File: src/rtl/bcd_disp_pkg.sv
// Shared display definitions: scan states and 7-segment glyphs.
// Glyphs are active-low, ordered {g,f,e,d,c,b,a}.
package bcd_disp_pkg;

    typedef enum logic {
        BLANK = 1'b0,
        SHOW  = 1'b1
    } state_t;

    localparam logic [6:0] SEG_0    = 7'h40;
    localparam logic [6:0] SEG_1    = 7'h79;
    localparam logic [6:0] SEG_2    = 7'h24;
    localparam logic [6:0] SEG_3    = 7'h30;
    localparam logic [6:0] SEG_4    = 7'h19;
    localparam logic [6:0] SEG_5    = 7'h12;
    localparam logic [6:0] SEG_6    = 7'h02;
    localparam logic [6:0] SEG_7    = 7'h78;
    localparam logic [6:0] SEG_8    = 7'h00;
    localparam logic [6:0] SEG_9    = 7'h10;
    localparam logic [6:0] SEG_DASH = 7'h3F;
    localparam logic [6:0] SEG_OFF  = 7'h7F;
    localparam logic [3:0] AN_OFF   = 4'hF;

endpackage

File: src/rtl/bcd_to_7seg.sv
// BCD digit to active-low 7-segment glyph.
// Non-decimal codes render as a dash.
module bcd_to_7seg
    import bcd_disp_pkg::*;
(
    input  logic [3:0] bcd,
    output logic [6:0] seg_n
);

    // Glyph lookup; 10-15 fall through to the dash
    always_comb begin
        seg_n = SEG_DASH;
        case (bcd)
            4'd0:    seg_n = SEG_0;
            4'd1:    seg_n = SEG_1;
            4'd2:    seg_n = SEG_2;
            4'd3:    seg_n = SEG_3;
            4'd4:    seg_n = SEG_4;
            4'd5:    seg_n = SEG_5;
            4'd6:    seg_n = SEG_6;
            4'd7:    seg_n = SEG_7;
            4'd8:    seg_n = SEG_8;
            4'd9:    seg_n = SEG_9;
            default: seg_n = SEG_DASH;
        endcase
    end

endmodule

File: src/rtl/bcd_7seg_scanner.sv
// Four-digit multiplexed 7-segment scanner with per-slot blanking,
// frame-synchronous display update and leading-zero blanking.
module bcd_7seg_scanner
    import bcd_disp_pkg::*;
#(
    parameter int DIGIT_CYCLES = 100000,
    parameter int BLANK_CYCLES = 16
) (
    input  logic        clk,
    input  logic        rst_n,
    input  logic [15:0] bcd_in,
    input  logic [3:0]  dp_in,
    input  logic        bcd_valid,
    input  logic        lzb_en,
    output logic [3:0]  an_n,
    output logic [6:0]  seg_n,
    output logic        dp_n,
    output logic        frame_done
);

    localparam int CW = $clog2(DIGIT_CYCLES);
    localparam logic [CW-1:0] LAST_BLANK = CW'(BLANK_CYCLES - 1);
    localparam logic [CW-1:0] LAST_SLOT  = CW'(DIGIT_CYCLES - 1);

    state_t        state, state_nx;
    logic [CW-1:0] cnt, cnt_nx;
    logic [1:0]    digit, digit_nx;
    logic          wrap;

    logic [15:0]   pend_bcd, disp_bcd;
    logic [3:0]    pend_dp, disp_dp;
    logic          pend_flag;
    logic          copy;

    logic [3:0]    cur_val;
    logic [6:0]    glyph;
    logic [3:0]    lz_off;
    logic          lz_run;
    logic [3:0]    an_d;
    logic [6:0]    seg_d;
    logic          dp_d;

    // Display only changes at the start of digit 0 to avoid tearing
    assign copy = (state == BLANK) && (cnt == '0) && (digit == 2'd0);

    // Pending capture and frame-aligned transfer to the display copy
    always_ff @(posedge clk or negedge rst_n) begin
        if (!rst_n) begin
            pend_bcd  <= '0;
            pend_dp   <= '0;
            pend_flag <= 1'b0;
            disp_bcd  <= '0;
            disp_dp   <= '0;
        end else begin
            if (copy && pend_flag) begin
                disp_bcd <= pend_bcd;
                disp_dp  <= pend_dp;
            end
            if (bcd_valid) begin
                pend_bcd  <= bcd_in;
                pend_dp   <= dp_in;
                pend_flag <= 1'b1;
            end else if (copy) begin
                pend_flag <= 1'b0;
            end
        end
    end

    // Scan state register
    always_ff @(posedge clk or negedge rst_n) begin
        if (!rst_n) begin
            state <= BLANK;
            cnt   <= '0;
            digit <= 2'd0;
        end else begin
            state <= state_nx;
            cnt   <= cnt_nx;
            digit <= digit_nx;
        end
    end

    // Slot sequencing: BLANK then SHOW, advance digit at slot end
    always_comb begin
        state_nx = state;
        cnt_nx   = cnt + 1'b1;
        digit_nx = digit;
        wrap     = 1'b0;
        unique case (state)
            BLANK: begin
                if (cnt == LAST_BLANK) state_nx = SHOW;
            end
            SHOW: begin
                if (cnt == LAST_SLOT) begin
                    state_nx = BLANK;
                    cnt_nx   = '0;
                    digit_nx = digit + 2'd1;
                    wrap     = (digit == 2'd3);
                end
            end
            default: state_nx = BLANK;
        endcase
    end

    assign cur_val = disp_bcd[{digit, 2'b00} +: 4];

    bcd_to_7seg u_dec (
        .bcd   (cur_val),
        .seg_n (glyph)
    );

    // Leading-zero mask, walking down from the top digit
    always_comb begin
        lz_off = 4'b0000;
        lz_run = lzb_en;
        for (int i = 3; i >= 1; i--) begin
            lz_run    = lz_run && (disp_bcd[i*4 +: 4] == 4'd0) && !disp_dp[i];
            lz_off[i] = lz_run;
        end
    end

    // Next pin values from the current slot
    always_comb begin
        an_d  = AN_OFF;
        seg_d = SEG_OFF;
        dp_d  = 1'b1;
        if (state == SHOW && !lz_off[digit]) begin
            an_d  = ~(4'b0001 << digit);
            seg_d = glyph;
            dp_d  = ~disp_dp[digit];
        end
    end

    // Output registers keep anodes and segments aligned
    always_ff @(posedge clk or negedge rst_n) begin
        if (!rst_n) begin
            an_n       <= AN_OFF;
            seg_n      <= SEG_OFF;
            dp_n       <= 1'b1;
            frame_done <= 1'b0;
        end else begin
            an_n       <= an_d;
            seg_n      <= seg_d;
            dp_n       <= dp_d;
            frame_done <= wrap;
        end
    end

endmodule

File: config.mk
export PLATFORM = sky130hd
export DESIGN_NAME = bcd_7seg_scanner
export DESIGN_NICKNAME = d
export VERILOG_FILES = /design/src/rtl/bcd_disp_pkg.sv /design/src/rtl/bcd_to_7seg.sv /design/src/rtl/bcd_7seg_scanner.sv
export SDC_FILE = /design/constraint.sdc
export NUM_CORES = 1
export LEC_CHECK = 0
export ABC_AREA = 1
export BUFFER_PORTS_ARGS = -buffer_cell sky130_fd_sc_hd__buf_4
export CORE_MARGIN = 4
export CORE_UTILIZATION = 35
export DETAILED_ROUTE_END_ITERATION = 12
export SYNTH_ARGS = -nofsm -noshare
export SYNTH_HDL_FRONTEND = slang
export SYNTH_SLANG_ARGS = --single-unit
File: constraint.sdc
create_clock -name clk -period 3.79 [get_ports clk]
set_input_delay 0.1895 -clock clk [delete_from_list [all_inputs] [get_ports clk]]
set_output_delay 0.1895 -clock clk [all_outputs]
set_load 0.01 [all_outputs]
==> results.tsv <==
stage	metric	value	unit
status	status	complete, but fails checks	
status	failing checks	hold timing	
clocking	clk root buf	clkbuf_8	
placement	Post-DP HPWL	5.315	mm
setup_path	slowest CP cell	dfrtp_1	
sta	setup_tns	0	ns
final_layout	Area growth syn-to-layout	14.95	%
sta	f_max	0.4293	GHz
routing	vias per cell	4.573	
sta	crit path time final	2.330	ns
routing	1st-pass router iterations	4	
synthesis	sequential fraction of the synthesis area	51.27	%
global_routing	first-pass GRT wire length	12.77	mm
final_layout	n_diodes	0	
sta	hold slack	-0.03433	ns
synthesis	FF+latch count, synth	74	
power_and_ir_drop	Psw	0.4077	mW
setup_path	crit-path max FO	22	
clocking	CTS tree	done	
setup_path	Bufs and invs on worst path	1	
die	height of the die	110.0	um
final_layout	share of layout cells above drive strength 1	16.39	%
placement	global placement routability congestion	0.8530	
sta	endpoints failing setup	0	
clocking	later-pin clock latency in the skew report	0.35	ns
clocking	clk buf depth	2	
die	die width	110.0	um
die	IO Count	37	
clocking	Post-CTS Resized	0	
clocking	H-tree levels	3	
synthesis	Yosys cell types	25	
setup_path	worst path cell trace	inv_2, ha_1, nand4_1, nor2_4, nand3_2, nand2_1, nand2_1	
clocking	Reg clk slew, reported paths	0.09	ns
synthesis	Ys Warns	0	
setup_path	CP Capture Type	flop	
clocking	Clock Sinks	74	
final_layout	Fillers	1005	
global_routing	pin count of the biggest net entering global routing	75	
setup_path	RR Endpoint	disp_bcd[14]$_DFFE_PN0P_	
clocking	TritonCTS Buffers	9	
final_layout	Nets	518	
routing	final antenna-violating net count	0	
global_routing	Total GRT Usage	13.33	%
sta	Worst Max-Slew Pin Slew	0.9022	ns
sta	max_slew headroom	39.85	%
setup_path	r2r startpoint	digit[0]$_DFFE_PN0P_	
global_routing	initial antenna violation count	0	
sta	Final Cycle Share	61.46	%
setup_path	CP required	4.03	ns
synthesis	synthesized cell area	0.003641	mm^2
power_and_ir_drop	Pint	1.198	mW
sta	RSZ-0062 raised after global routing	no	
power_and_ir_drop	maximum VDD drop	0.0001515	V
setup_path	critical path's largest stage delay	0.52	ns
synthesis	cell accounting for the most synthesized area	dfrtp_1	
power_and_ir_drop	part of the power in the clock network	39.9	%
setup_path	Most common cell on crit path	nand2_1	
setup_path	WP data arrival	2.57	ns
routing	DRC viols	0	
routing	wire per inst	11.74	um
power_and_ir_drop	Logic pwr share	6.9	%
die	die area	0.01210	mm^2
synthesis	Area contributors post-synth	dfrtp_1 (43%), nand2_1 (18%), dfstp_2 (8.7%), inv_1 (4.5%), nand4_1 (4.1%)	
die	initial core utilization	36.58	%
power_and_ir_drop	Power Density	383.6	mW/mm^2
synthesis	Post-Syn Nets	486	
setup_path	R2R Setup Slk	1.46	ns
sta	Clock Skew	0.01015	ns
setup_path	Crit Path Category	reg -> reg	
synthesis	cell count after synthesis	451	
global_routing	GRT overflow	0	
setup_path	CP startpoint kind	flop	
power_and_ir_drop	Flop pwr share	53.2	%
run	Max-Cap Viols	0	
power_and_ir_drop	sw frac	25.39	%
synthesis	Mean Syn Cell Area	8.073	um^2
routing	via count	2840	
die	area of the core	0.009955	mm^2
global_routing	vias in the first global route	2833	
routing	Post-Route WL	7.290	mm
setup_path	delay-heaviest family, CP	simple AND/OR/NAND/NOR gates	
sta	final hold vios	53	
power_and_ir_drop	Pleak	2.200	nW
die	row cnt	36	
hold_path	Hold Crit Class	in -> async	
synthesis	top cell type's share of synthesized area	42.61	%
setup_path	R2R cell count	7	
clocking	hold_buf cts	0	
placement	Port Buffers	36	
clocking	Post-CTS Setup Bufs	0	
sta	Slew Limit Fails	0	
routing	detailed router's first-iteration violation count	127	
cells by family (layout without fill, tap and decap cells):
kind of cell / Yosys count / in the layout / share of synthesized area [%]
adders and majority gates: 11 / 11 / 3.780
buffers and inverters: 62 / 99 / 7.629
AOI/OAI and AO/OA: 19 / 19 / 2.921
DFF: 74 / 74 / 51.27
xor gates and xnor gates: 5 / 5 / 1.203
and+or+nand+nor: 280 / 280 / 33.20
worst max path at each step:
stage                                     from                       end  slack [ns]  cells past startpoint
after floorplan           digit[0]$_DFFE_PN0P_        seg_n[4]$_DFF_PN1_        2.29                     10
after global placement    digit[0]$_DFFE_PN0P_   disp_bcd[0]$_DFFE_PN0P_        1.59                      7
after detailed placement  digit[0]$_DFFE_PN0P_  disp_bcd[14]$_DFFE_PN0P_        1.43                      7
after CTS                 digit[0]$_DFFE_PN0P_  disp_bcd[14]$_DFFE_PN0P_        1.43                      7
after global routing      digit[0]$_DFFE_PN0P_  disp_bcd[14]$_DFFE_PN0P_        1.13                      7
final                     digit[0]$_DFFE_PN0P_  disp_bcd[14]$_DFFE_PN0P_        1.46                      7
registers in the layout, indices dropped and copies added (netlist names):
register and count:
disp_dp 4, dp_n 1, pend_dp 4, disp_bcd 16, digit 2, frame_done 1
pend_bcd 16, seg_n 7, an_n 4, cnt 17, state 1, pend_flag 1
cell type report:
type | count | area (um^2) | share of cell area, %
clock inverters | 7 | 85.08 | 2.033
flip-flops and latches | 74 | 1867 | 44.60
multi-input cells | 315 | 1496 | 35.76
well taps | 133 | 166.4 | 3.976
inverters | 47 | 176.4 | 4.215
clock buffers | 9 | 123.9 | 2.960
repair buffers | 36 | 270.3 | 6.457
Yosys cell counts (all sizes together):
cell,count
xor2,5
buf,9
nor4,1
dfstp,12
nand4,26
nand3b,2
ha,11
clkbuf,6
nor2,45
nand3,25
o21ai,11
nor3,1
inv,47
a21oi,5
dfrtp,62
o211ai,3
nand2,180
per-layer routing:
metal  wire [um]  global-route usage (%)
met5           0                       0
met3         349                   3.145
met4         110                   4.987
met1        3703                   18.38
met2        3127                   20.41
metrics by stage:
| stage | setup WS (ns) | total power [mW] | instances | util (%) | area, um^2 |
|---|---|---|---|---|---|
| floorplan | 2.293 | 0.9212 | 451 | - | 3641 |
| global placement | 1.586 | 0.9811 | 605 | 39.94 | 3976 |
| detailed placement | 1.435 | 0.9845 | 605 | 39.94 | 3976 |
| CTS | 1.432 | 1.626 | 621 | 42.04 | 4185 |
| global route | 1.132 | 1.682 | 621 | 42.04 | 4185 |
| finish | 1.460 | 1.606 | 621 | 42.04 | 4185 |
placed cells by master, fill, tap and decap left out, types with 2 or more instances in the layout:
cell	count
nand2_1	178
dfrtp_1	62
inv_1	44
nor2_1	38
buf_4	36
nand3_1	24
nand4_1	24
dfstp_2	12
o21ai_0	11
ha_1	11
clkbuf_8	9
nor2_2	5
xor2_1	5
a21oi_1	4
inv_2	3
o211ai_1	3
inv_6	3
nand2_2	2
nand3b_1	2
nand4_2	2
nor2_4	2
clkinv_4	2
power by group through the flow:
stage               clock (mW)  combinational (mW)  sequential [mW]
finish                   0.640               0.111            0.854
global route             0.691               0.132            0.859
CTS                      0.656               0.115            0.854
detailed placement           0               0.115            0.870
global placement             0               0.112            0.869
floorplan                    0              0.0541            0.867
Note: power is estimated with default switching activity, not from simulation.
